$ cat config.mk
export PLATFORM = sky130hd
export DESIGN_NAME = regfile_wb_arbiter
export DESIGN_NICKNAME = d
export VERILOG_FILES = /design/src/rtl/regfile_wb_arbiter.sv
export SDC_FILE = /design/constraint.sdc
export NUM_CORES = 1
export LEC_CHECK = 0
export CORE_MARGIN = 2
export CORE_UTILIZATION = 48
export CTS_CLUSTER_DIAMETER = 40
export CTS_CLUSTER_SIZE = 30
export DETAILED_ROUTE_END_ITERATION = 8
export GPL_ROUTABILITY_DRIVEN = 0
export PLACE_DENSITY = 0.81
export SETUP_SLACK_MARGIN = 0.2
export SLEW_MARGIN = 30
export SYNTH_ARGS = -nofsm -noshare
export SYNTH_HDL_FRONTEND = slang
export SYNTH_SLANG_ARGS = --single-unit
$ cat constraint.sdc
create_clock -name clk -period 4.6 [get_ports clk]
set_input_delay 0.46 -clock clk [delete_from_list [all_inputs] [get_ports clk]]
set_output_delay 0.46 -clock clk [all_outputs]
set_load 0.1 [all_outputs]
$ cat src/rtl/regfile_wb_arbiter.sv
// regfile_wb_arbiter
//   Shares the register file's single write port between the ALU writeback
//   stage and the multiply/divide completion path.
//   - ALU writes always win the port unless a stall is being forced.
//   - Multdiv results that cannot be written immediately are held in a small
//     FIFO and drained whenever the ALU leaves the port idle.
//   - A starvation counter forces a one-cycle ALU stall so that buffered
//     results always drain.
//   - A later ALU write to the same register kills a buffered result (WAW).
//
// Ports
//   clk, clr                   clock, synchronous active-high reset
//   alu_we/alu_rd/alu_data     ALU writeback request
//   alu_stall                  ALU request not taken this cycle, hold it
//   md_valid/md_rd/md_data     multdiv result offer
//   md_ready                   multdiv result taken when md_valid && md_ready
//   rf_we/rf_rd/rf_data        register file write port
module regfile_wb_arbiter #(
    parameter int DEPTH      = 2,
    parameter int STARVE_MAX = 4
) (
    input  logic        clk,
    input  logic        clr,
    input  logic        alu_we,
    input  logic [4:0]  alu_rd,
    input  logic [31:0] alu_data,
    output logic        alu_stall,
    input  logic        md_valid,
    input  logic [4:0]  md_rd,
    input  logic [31:0] md_data,
    output logic        md_ready,
    output logic        rf_we,
    output logic [4:0]  rf_rd,
    output logic [31:0] rf_data
);

    localparam int AW = (DEPTH > 1) ? $clog2(DEPTH) : 1;
    localparam int CW = $clog2(DEPTH + 1);
    localparam int SW = $clog2(STARVE_MAX + 1);

    logic [DEPTH-1:0]         live;
    logic [DEPTH-1:0][4:0]    buf_rd;
    logic [DEPTH-1:0][31:0]   buf_data;
    logic [AW-1:0]            head;
    logic [AW-1:0]            tail;
    logic [CW-1:0]            count;
    logic [SW-1:0]            starve_cnt;

    logic head_live;
    logic alu_go;
    logic md_acc;
    logic push;
    logic pop;

    // md_ready depends only on registered state so the producer never sees
    // a combinational path from its own valid.
    assign md_ready  = (count < CW'(DEPTH));
    assign head_live = (count != '0) && live[head];

    always_comb begin
        alu_stall = 1'b0;
        alu_go    = 1'b0;
        md_acc    = 1'b0;
        push      = 1'b0;
        pop       = 1'b0;
        rf_we     = 1'b0;
        rf_rd     = '0;
        rf_data   = '0;

        if (!clr) begin
            alu_stall = (starve_cnt == SW'(STARVE_MAX)) && head_live;
            // Writes to r0 are architectural no-ops and never claim the port.
            alu_go    = alu_we && (alu_rd != 5'd0) && !alu_stall;
            md_acc    = md_valid && md_ready;

            if (alu_go) begin
                rf_we   = 1'b1;
                rf_rd   = alu_rd;
                rf_data = alu_data;
            end else if (head_live) begin
                rf_we   = 1'b1;
                rf_rd   = buf_rd[head];
                rf_data = buf_data[head];
                pop     = 1'b1;
            end else if ((count == '0) && md_acc && (md_rd != 5'd0)) begin
                // Bypass: empty buffer and a free port, write straight through.
                rf_we   = 1'b1;
                rf_rd   = md_rd;
                rf_data = md_data;
            end

            // A squashed head is thrown away without using the port, so it
            // can retire alongside an ALU write.
            if ((count != '0) && !live[head])
                pop = 1'b1;

            // Enqueue unless dropped (r0), bypassed, or older than a
            // same-cycle ALU write to the same register.
            push = md_acc && (md_rd != 5'd0)
                   && !(alu_go && (md_rd == alu_rd))
                   && !(!alu_go && !head_live && (count == '0));
        end
    end

    always_ff @(posedge clk) begin
        if (clr) begin
            live       <= '0;
            head       <= '0;
            tail       <= '0;
            count      <= '0;
            starve_cnt <= '0;
        end else begin
            // WAW squash applies to entries already in the buffer; a push this
            // cycle can never match alu_rd because such pushes are discarded.
            for (int i = 0; i < DEPTH; i++) begin
                if (alu_go && (buf_rd[i] == alu_rd))
                    live[i] <= 1'b0;
            end

            if (push) begin
                live[tail]     <= 1'b1;
                buf_rd[tail]   <= md_rd;
                buf_data[tail] <= md_data;
                tail           <= tail + 1'b1;
            end

            if (pop)
                head <= head + 1'b1;

            case ({push, pop})
                2'b10:   count <= count + 1'b1;
                2'b01:   count <= count - 1'b1;
                default: count <= count;
            endcase

            if (pop || (count == '0))
                starve_cnt <= '0;
            else if (head_live && (starve_cnt != SW'(STARVE_MAX)))
                starve_cnt <= starve_cnt + 1'b1;
        end
    end

endmodule

==> flow_summary.toml <==
[clocking]
path_clk_slew_ns = 0.08
htreeDepth = 3
clock_sink_count = 83
cts-hold-fix-buffers = 0
cts_post_setup_buffers_inserted = 0
cts_tree = "built"
cts.path.max_buffers = 2
cts-buffers-inserted = 9
clkLatencyLatePin_ns = 0.34
post_cts.resized_instances = 0
cts_root_buf = "clkbuf_8"

[timing]
fin_worst_hold_slack_ns = 0.538
final_hold_viol_count = 0
worst_clock_skew_ns = 0.00817
layout_min_cycle_time_ns = 3.37
tightest_slew_ns = 0.967
timing.fmax_mhz = 297
timing.slew.headroom_pct = 35.3
min_period_over_period_pct = 73.3
setup_viol = 0
grt_setup_unrepaired = "no"
maxSlewViolCount = 0
totalNegativeSetupSlack_ns = 0

[grt]
grt_max_degree = 48
first_global_vias = 3271
grt_first_pass_wirelength_um = 15700
grtUsageTotal_pct = 20.6
grt-ovfl-total = 0
grt_antenna_before_repair = 0

[place]
place_area_sq_um = 5370
dp_hpwl_um = 6600
port_buffers = 117

[route]
detail_route.wl_per_cell_um = 16.6
ant_nets = 0
dr.first_iter.drc_count = 128
drt-vias-per-instance = 5.43
detail_route.drc_violations = 0
overall_via_count_from_detail_route = 3222
drt_pass_1_iters = 4
routed_wirelength_um = 9820

[floorplan]
core_area_sq_um = 8590
floorplan.initialDensity_pct = 48.6
dieArea_sq_um = 9450
ios = 118
die_h_um = 97.2
chipWidth_um = 97.2
rows = 34

[critical_path]
r2r_setup_slack_ns = 1.87
worstSetupStartpointType = "primary input"
cpMaxStageDelayCell = "or4_4"
worstSetupPathType = "primary input to primary output"
slowest_delay_ns = 0.62
worstPathRequired_ns = 4.14
timing.critical_path.fanout_max = 21
worst-endpoint-arrival_ns = 2.91
crit_chain = "clkdlybuf4s50_1, or4_4, o21a_1, o21ai_4, buf_16, nor2_1, nor3_1, buf_4"
endpoint_kind = "primary output"

[final_layout]
syn_to_final_growth_pct = 35.0
diodes = 0
multi_input_area_sq_um = 1660
post_route_cells_drive_above_1_share_pct = 14.8
fin_area_sq_um = 5630
layout.area.seq_sq_um = 2400
nets = 561
filler_cell_count = 657
final_util_pct = 65.6
final_common_cell = "nor2_1"
commonest_cells_after_routing_fill_and_taps_aside = "nor2_1 (82), clkdlybuf4s50_1 (78), edfxtp_1 (74)"

[yosys]
synth-warning-count = 0
mapped_avg_cell_area_sq_um = 11.2
synth_cell_types = 35
yosys_register_bits = 83
synth-seq-area-share_pct = 57.6
synthCells = 372
mappedNetlistArea_sq_um = 4170
synth_fp_nets = 453

[run]
max-cap-violations = 0

[power]
worst_ir_drop_vdd_uv = 230
total_power_mw = 2.30
powerDensity_nw_per_um2 = 408
p_leak_nw = 1.94

[run_status]
outcome = "finished, final reports clean"

[hold_path]
hold_path_class = "flip-flop to flip-flop"
-- worst max-delay path, delay by kind of cell --
| kind | cells | cell delay [ns] |
|---|---|---|
| AOI/OAI and AO/OA | 2 | 0.47 |
| buffers and inverters | 3 | 1.09 |
| and+or+nand+nor | 3 | 0.88 |
-- through the flow --
step                      setup WS, ns  cells
after global placement            1.10    574
after CTS                         1.21    591
after floorplan                  0.505    372
after detailed placement         0.975    575
after global routing              1.13    593
final                             1.23    593
-- cells in the mapped netlist (all sizes together) --
master  number  area (sq um)
or4          2          18.8
a211oi      38           285
or3          2          12.5
dfxtp        9           180
a21oi        2          10.0
clkbuf      17          63.8
ha           3          37.5
o21ai        7          50.1
a311o        1          10.0
and3         2          12.5
nor3        43           215
inv          6          22.5
nand3        2          10.0
xnor2        5          43.8
o311ai       2          17.5
nor2        85           322
edfxtp      74          2220
nor4         1          6.26
nand2        3          11.3
xor2        12           105
a21o         1          7.51
o211ai       1          7.51
a221oi       1          15.0
buf         11          67.6
mux2         1          11.3
mux2i       40           400
o21a         1          7.51
-- logic make-up (layout without fill, tap and decap cells) --
| family | after synthesis | in the layout | synth area share [%] |
|---|---|---|---|
| xor+xnor | 17 | 17 | 3.57 |
| buf+inv | 34 | 147 | 3.69 |
| compound gates | 54 | 54 | 9.84 |
| flops | 83 | 83 | 57.6 |
| simple gates | 140 | 140 | 14.6 |
| mux | 41 | 41 | 9.86 |
| fa+ha+maj | 3 | 3 | 0.900 |
-- final timing paths --
| kind | end | start | cells after the start |
|---|---|---|---|
| min reg2reg | head$_SDFFE_PP0P_ | live[1]$_SDFF_PP0_ | 2 |
| min | head$_SDFFE_PP0P_ | live[1]$_SDFF_PP0_ | 2 |
| max reg2reg | count[1]$_SDFFE_PP0P_ | starve_cnt[0]$_SDFFE_PP0P_ | 9 |
| max | rf_rd[3] | alu_rd[0] | 8 |
-- report_power, final --
group / leakage [nW] / switching (mW) / internal [mW]
Sequential: 0.746 / 0.0446 / 0.875
Clock: 0.103 / 0.246 / 0.304
Combinational: 1.09 / 0.542 / 0.286
-- registers in the layout, indices dropped and copies added (netlist names) --
name        count
starve_cnt      3
tail            1
count           2
head            1
buf_data       64
live            2
buf_rd         10
-- layout make-up --
type,instances,area share [%]
clock inverter,5,1.38
sequential,83,42.7
multi-input combinational,255,29.5
clock buffer,11,2.33
inverter,6,0.400
timing repair buffer,125,21.4
tap,108,2.40
-- routing by layer --
metal	share of wire [%]	track usage, %	up-vias
met2	48	33.3	118
met4	0.77	6.84	0
met1	45	27.6	1513
met5	0	0	-
met3	6.3	4.68	8
li1	-	-	1583
Note: power is estimated with default switching activity, not from simulation.
